`config.mk`:
```
export PLATFORM = sky130hd
export DESIGN_NAME = omsp_spm_alloc_ctrl
export DESIGN_NICKNAME = d
export VERILOG_FILES = /design/src/rtl/omsp_spm_alloc_ctrl.sv
export SDC_FILE = /design/constraint.sdc
export NUM_CORES = 1
export LEC_CHECK = 0
export BUFFER_PORTS_ARGS = -buffer_cell sky130_fd_sc_hd__buf_2
export CORE_MARGIN = 2
export CORE_UTILIZATION = 45
export CTS_BUF_LIST = sky130_fd_sc_hd__clkbuf_8
export CTS_CLUSTER_SIZE = 10
export DETAILED_ROUTE_END_ITERATION = 6
export PLACE_DENSITY_LB_ADDON = 0.2
export SETUP_SLACK_MARGIN = 0.15
export SYNTH_ARGS = -nofsm -noshare
export SYNTH_HDL_FRONTEND = slang
export SYNTH_SLANG_ARGS = --single-unit
```
`constraint.sdc`:
```
create_clock -name mclk -period 2.66 [get_ports mclk]
set_input_delay 0.133 -clock mclk [delete_from_list [all_inputs] [get_ports mclk]]
set_output_delay 0.133 -clock mclk [all_outputs]
set_load 0.02 [all_outputs]
```
`src/rtl/omsp_spm_alloc_ctrl.sv`:
```
// Sequenced protected-module allocation controller: scans one SPM slot per cycle for
// layout overlap, owns module-ID allocation and tracks the executing-module ID.
module omsp_spm_alloc_ctrl #(
  parameter int              NB_SPMS     = 4,
  parameter int              ID_W        = 16,
  parameter int              IRQ_W       = 4,
  parameter logic [ID_W-1:0] IRQ_ID_BASE = 16'hfff0
) (
  input  logic                    mclk,
  input  logic                    puc_rst,
  input  logic                    req_valid,
  input  logic                    req_enable,
  output logic                    req_ready,
  output logic                    done,
  output logic                    result_ok,
  input  logic [NB_SPMS-1:0]      slot_enabled,
  input  logic [NB_SPMS-1:0]      slot_overlap,
  output logic [NB_SPMS-1:0]      slot_check,
  output logic [NB_SPMS-1:0]      slot_update,
  output logic [ID_W-1:0]         next_id,
  output logic                    id_exhausted,
  input  logic [NB_SPMS-1:0]      slot_executing,
  input  logic [NB_SPMS*ID_W-1:0] slot_id,
  input  logic                    handling_irq,
  input  logic [IRQ_W-1:0]        irq_num,
  output logic [ID_W-1:0]         spm_current_id,
  output logic [ID_W-1:0]         spm_prev_id,
  output logic                    enter_sm
);

  localparam int IDX_W = (NB_SPMS > 1) ? $clog2(NB_SPMS) : 1;
  localparam logic [IDX_W-1:0] LAST_IDX = IDX_W'(NB_SPMS - 1);

  typedef enum logic [1:0] {
    ST_IDLE   = 2'd0,
    ST_SCAN   = 2'd1,
    ST_COMMIT = 2'd2,
    ST_FINISH = 2'd3
  } state_t;

  state_t            state_r, state_s;
  logic [IDX_W-1:0]  idx_r, idx_s;
  logic [IDX_W-1:0]  target_r, target_s;
  logic              create_r, create_s;
  logic              ok_r, ok_s;
  logic [ID_W-1:0]   next_id_r;
  logic [ID_W-1:0]   prev_cycle_id_r;
  logic [ID_W-1:0]   spm_prev_id_r;
  logic              free_found_s;
  logic [IDX_W-1:0]  free_idx_s;
  logic              id_inc_s;
  logic              checking_s;
  logic [NB_SPMS-1:0] slot_check_s, slot_update_s;
  logic [ID_W-1:0]   exec_id_s, current_id_s;

  // Lowest-index free slot: walk downwards so the lowest hit is written last.
  always_comb begin
    free_found_s = 1'b0;
    free_idx_s   = '0;
    for (int i = NB_SPMS - 1; i >= 0; i--) begin
      free_found_s = slot_enabled[i] ? free_found_s : 1'b1;
      free_idx_s   = slot_enabled[i] ? free_idx_s : IDX_W'(i);
    end
  end

  assign id_exhausted = (next_id_r == IRQ_ID_BASE);

  // Next-state and strobe decode for the allocation sequencer.
  always_comb begin
    state_s       = state_r;
    idx_s         = idx_r;
    target_s      = target_r;
    create_s      = create_r;
    ok_s          = ok_r;
    id_inc_s      = 1'b0;
    checking_s    = 1'b0;
    slot_check_s  = '0;
    slot_update_s = '0;
    case (state_r)
      ST_IDLE: begin
        if (req_valid) begin
          create_s = req_enable;
          if (!req_enable) begin
            state_s = ST_COMMIT;
          end else if (!free_found_s || id_exhausted) begin
            ok_s    = 1'b0;
            state_s = ST_FINISH;
          end else begin
            target_s = free_idx_s;
            idx_s    = '0;
            state_s  = ST_SCAN;
          end
        end else begin
          state_s = ST_IDLE;
        end
      end
      ST_SCAN: begin
        checking_s = slot_enabled[idx_r] && (idx_r != target_r);
        if (checking_s) begin
          slot_check_s[idx_r] = 1'b1;
        end else begin
          slot_check_s = '0;
        end
        if (checking_s && slot_overlap[idx_r]) begin
          ok_s    = 1'b0;
          state_s = ST_FINISH;
        end else if (idx_r == LAST_IDX) begin
          state_s = ST_COMMIT;
        end else begin
          idx_s = idx_r + IDX_W'(1);
        end
      end
      ST_COMMIT: begin
        if (create_r) begin
          slot_update_s[target_r] = 1'b1;
          id_inc_s                = 1'b1;
        end else begin
          slot_update_s = '1;
        end
        ok_s    = 1'b1;
        state_s = ST_FINISH;
      end
      ST_FINISH: begin
        state_s = ST_IDLE;
      end
      default: begin
        state_s = ST_IDLE;
      end
    endcase
  end

  // Sequencer state and latched request context.
  always_ff @(posedge mclk or posedge puc_rst) begin
    if (puc_rst) begin
      state_r  <= ST_IDLE;
      idx_r    <= '0;
      target_r <= '0;
      create_r <= 1'b0;
      ok_r     <= 1'b0;
    end else begin
      state_r  <= state_s;
      idx_r    <= idx_s;
      target_r <= target_s;
      create_r <= create_s;
      ok_r     <= ok_s;
    end
  end

  // Next-ID counter saturates at the reserved IRQ range and never wraps.
  always_ff @(posedge mclk or posedge puc_rst) begin
    if (puc_rst) begin
      next_id_r <= ID_W'(1);
    end else if (id_inc_s && (next_id_r != IRQ_ID_BASE)) begin
      next_id_r <= next_id_r + ID_W'(1);
    end
  end

  assign req_ready   = (state_r == ST_IDLE);
  assign done        = (state_r == ST_FINISH);
  assign result_ok   = (state_r == ST_FINISH) && ok_r;
  assign slot_check  = slot_check_s;
  assign slot_update = slot_update_s;
  assign next_id     = next_id_r;

  // Executing-context ID: the highest-index executing slot wins.
  always_comb begin
    exec_id_s = '0;
    for (int i = 0; i < NB_SPMS; i++) begin
      exec_id_s = slot_executing[i] ? slot_id[i*ID_W +: ID_W] : exec_id_s;
    end
    if (handling_irq) begin
      current_id_s = IRQ_ID_BASE + ID_W'(irq_num);
    end else begin
      current_id_s = exec_id_s;
    end
  end

  assign spm_current_id = current_id_s;
  assign enter_sm       = (prev_cycle_id_r != current_id_s);

  // Previous-context tracking across module switches.
  always_ff @(posedge mclk or posedge puc_rst) begin
    if (puc_rst) begin
      prev_cycle_id_r <= '0;
      spm_prev_id_r   <= '0;
    end else begin
      prev_cycle_id_r <= current_id_s;
      if (enter_sm) begin
        spm_prev_id_r <= prev_cycle_id_r;
      end
    end
  end

  assign spm_prev_id = spm_prev_id_r;

endmodule
```
==> impl_metrics.tcl <==
set metrics [dict create \
    r2r_end "spm_prev_id[12]$_DFFE_PP0P_" \
    place_area_mm2 0.00441 \
    cp.arrival_ns 2.40 \
    place_ws_ns -0.118 \
    rows 31 \
    worstRegToRegCells 8 \
    vias_per_cell 5.40 \
    dieArea_mm2 0.00839 \
    setup.worst_path.end_class "primary output" \
    core_area_mm2 0.00733 \
    yosys.area.top_type_share 0.399 \
    slowest_delay_ns 0.55 \
    firstDrtPassIters 5 \
    crit_fanout 4 \
    clock-sinks 56 \
    grt_antenna_before_repair 0 \
    dp.cells 592 \
    port_buffers 145 \
    min_period_ns 2.53 \
    yosys_warnings 0 \
    fin_skew_ns 0.0134 \
    whs_ns 0.0932 \
    r2r_start "prev_cycle_id_r[11]$_DFF_PP0_" \
    final_layout_size_suffix_gt1_frac 0.415 \
    seq_area_mm2 0.00140 \
    slowest_stage "or4_4" \
    areaGrowthSynthToFinish_pct 32.7 \
    yosysTopAreaCell "dfrtp_1" \
    drv_slew 0 \
    syn_nets 440 \
    total_power_mw 2.67 \
    die_h_um 91.6 \
    die-width_um 91.6 \
    final_nets 600 \
    status "complete, no violations" \
    gr-usage-met2 0.398 \
    cap_violations 0 \
    hold_end "prev_cycle_id_r[6]$_DFF_PP0_" \
    synth_top_cells_by_area "dfrtp_1 40%, xnor2_1 4.6%, mux2_4 3.9%" \
    rrSetupSlack_ns 0.14 \
    ys.flop_type "dfrtp_1" \
    clkTransAtPathRegs_ns 0.10 \
    routed_wl_mm 9.41 \
    yosysSeqAreaShare 0.406 \
    multi_input_area_mm2 0.00195 \
    vdd_drop_max_v 0.000268 \
    grt_max_degree 23 \
    timing.fmax_mhz 395 \
    p_leak_nw 2.22 \
    htree_num_levels 2 \
    n_antenna_cell 0 \
    hold_viol_final 0 \
    ys_async_sr_fraction 1.00 \
    grt_pass1_wl_mm 15.5 \
    rsz0062_at_grt "true" \
    syn_inst 345 \
    post-route-cell-area_mm2 0.00458 \
    setup-violations-final 0 \
    post-route-drc-count 0 \
    fillers 668 \
    root_buffer "clkbuf_8" \
    ys_types 61 \
    grt_use_met3 0.0407 \
    met1_usage 0.279 \
    overflow 0 \
    worstHoldStart "slot_id[54]" \
    crit_path_start_kind "register" \
    required_ns 2.53 \
    worstMarginPinSlew_ns 0.634 \
    cts_buffers 5 \
    crit_chain "and4_1, o2111ai_1, a221o_1, a221oi_2, nand4_1, or4_4, buf_6" \
    cts_tree "built" \
    synth_area_mm2 0.00345 \
    critical_path_class "register to primary output" \
    holdPathStages 3 \
    ys_seq_elements 56 \
    ant_nets 0 \
    instances_no_fill 605 \
    drt_iter0_markers 102 \
    final_common_cell "buf_2" \
    vias 3268 \
    avgSynthCellArea_um2 10.0 \
    p_per_area_mw_per_mm2 583 \
    hold_path.class "primary input to register" \
    first_global_vias 3280 \
    track_usage 0.229 \
    worstSkewPairLatency_ns 0.31 \
    avgRoutedWirePerCell_um 15.6 \
    place_congestion 0.883 \
    dp_hpwl_mm 7.61 \
    finalCritPeriodShare 0.953 \
    synth-edff-count 0 \
    initial_core_util 0.471 \
    slew_headroom 0.576 \
    worst_slack_ns 0.126 \
    final_cell_mix "144 x buf_2, 55 x dfrtp_1, 30 x nand2_1, 22 x buf_4, 19 x inv_1" \
    ios 146 \
    grt.busiest_layer "met2" \
    cts_buffer_depth 2 \
]
==> area by class of cell <==
type                            count  area share
Multi-Input combinational cell    252       0.425
Sequential cell                    56       0.306
Timing Repair Buffer              169       0.200
Tap cell                           99      0.0270
Inverter                           21      0.0172
Clock buffer                        5      0.0150
Clock inverter                      3     0.00928
==> metrics by stage <==
step           utilization  TNS [ns]
2_1_floorplan            -         0
3_3_place_gp         0.602     -1.29
3_5_place_dp         0.602     -1.65
4_1_cts              0.623         0
5_1_grt              0.625         0
6_report             0.625         0
==> timing repair <==
action / in CTS / in global routing
resized for setup: 2 / 2
hold endpoints to repair: 20 / 0
buffers inserted: 3 / 1
pin swaps: 1 / 3
endpoints found under the setup margin: 17 / 16
hold buffers: 1 / 0
==> Yosys cell counts (2+ instances only) <==
cell type  instances
o211ai_1           7
inv_1             19
a32o_1             2
o21ai_0           18
nand3_1           10
o2bb2ai_1          8
buf_2              4
nand4_1            5
buf_4              2
nand2b_1           5
o21a_1             2
clkbuf_1           6
a21boi_0           3
xnor2_1           18
and3_1             6
nand3b_1           9
a22o_1             3
dfrtp_1           55
and4_1             2
nor3_1             2
and2_1             4
nand2_1           30
o22ai_1            6
a21oi_1           18
nor2b_1            6
a221oi_1           7
nor2_1            14
a22oi_1            2
xor2_1             6
o2111ai_1          2
mux2_2             8
mux2_4             9
ha_1              10
buf_6              3
o31ai_1            5
mux2i_1            4
==> report_power, final <==
group / internal, mW / total, mW / switching [mW]
registers: 0.971 / 1.10 / 0.133
logic: 0.433 / 1.02 / 0.587
clock network: 0.281 / 0.550 / 0.269
==> logic make-up after synthesis <==
kind of cell             synth area share
AND/OR/NAND/NOR                     0.151
AO/OA/AOI/OAI                       0.208
flip-flops                          0.406
buffers and inverters              0.0536
XOR/XNOR                           0.0609
multiplexers                       0.0834
adder cells (fa/ha/maj)            0.0362
==> registers in the layout, indices dropped and copies added, names as in the netlist <==
signal           cells
next_id             16
prev_cycle_id_r     16
spm_prev_id         16
idx_r                2
state_r              2
target_r             2
create_r             1
ok_r                 1
==> worst max-delay path, delay by kind of cell, from the launching register on <==
family / cells / cell delay (ns)
buf+inv: 1 / 0.16
compound gates: 3 / 0.67
flops: 1 / 0.40
simple gates: 3 / 0.87
==> worst max-delay path by stage <==
stage / from / slack (ns) / to / depth (start not counted)
floorplan: slot_executing[0] / 0.16 / spm_prev_id[10]$_DFFE_PP0P_ / 11
global placement: slot_executing[0] / -0.09 / spm_prev_id[12]$_DFFE_PP0P_ / 9
detailed placement: slot_executing[0] / -0.12 / spm_prev_id[13]$_DFFE_PP0P_ / 9
CTS: prev_cycle_id_r[11]$_DFF_PP0_ / 0.13 / spm_prev_id[12]$_DFFE_PP0P_ / 8
global route: prev_cycle_id_r[11]$_DFF_PP0_ / 0.05 / enter_sm / 7
finish: prev_cycle_id_r[11]$_DFF_PP0_ / 0.13 / enter_sm / 7
==> routing by layer <==
metal	up-vias	share of wire
met4	0	0.036
met5	-	0
met3	27	0.065
li1	1588	-
met2	155	0.48
met1	1498	0.42
Power figures use the tool's default switching activity.
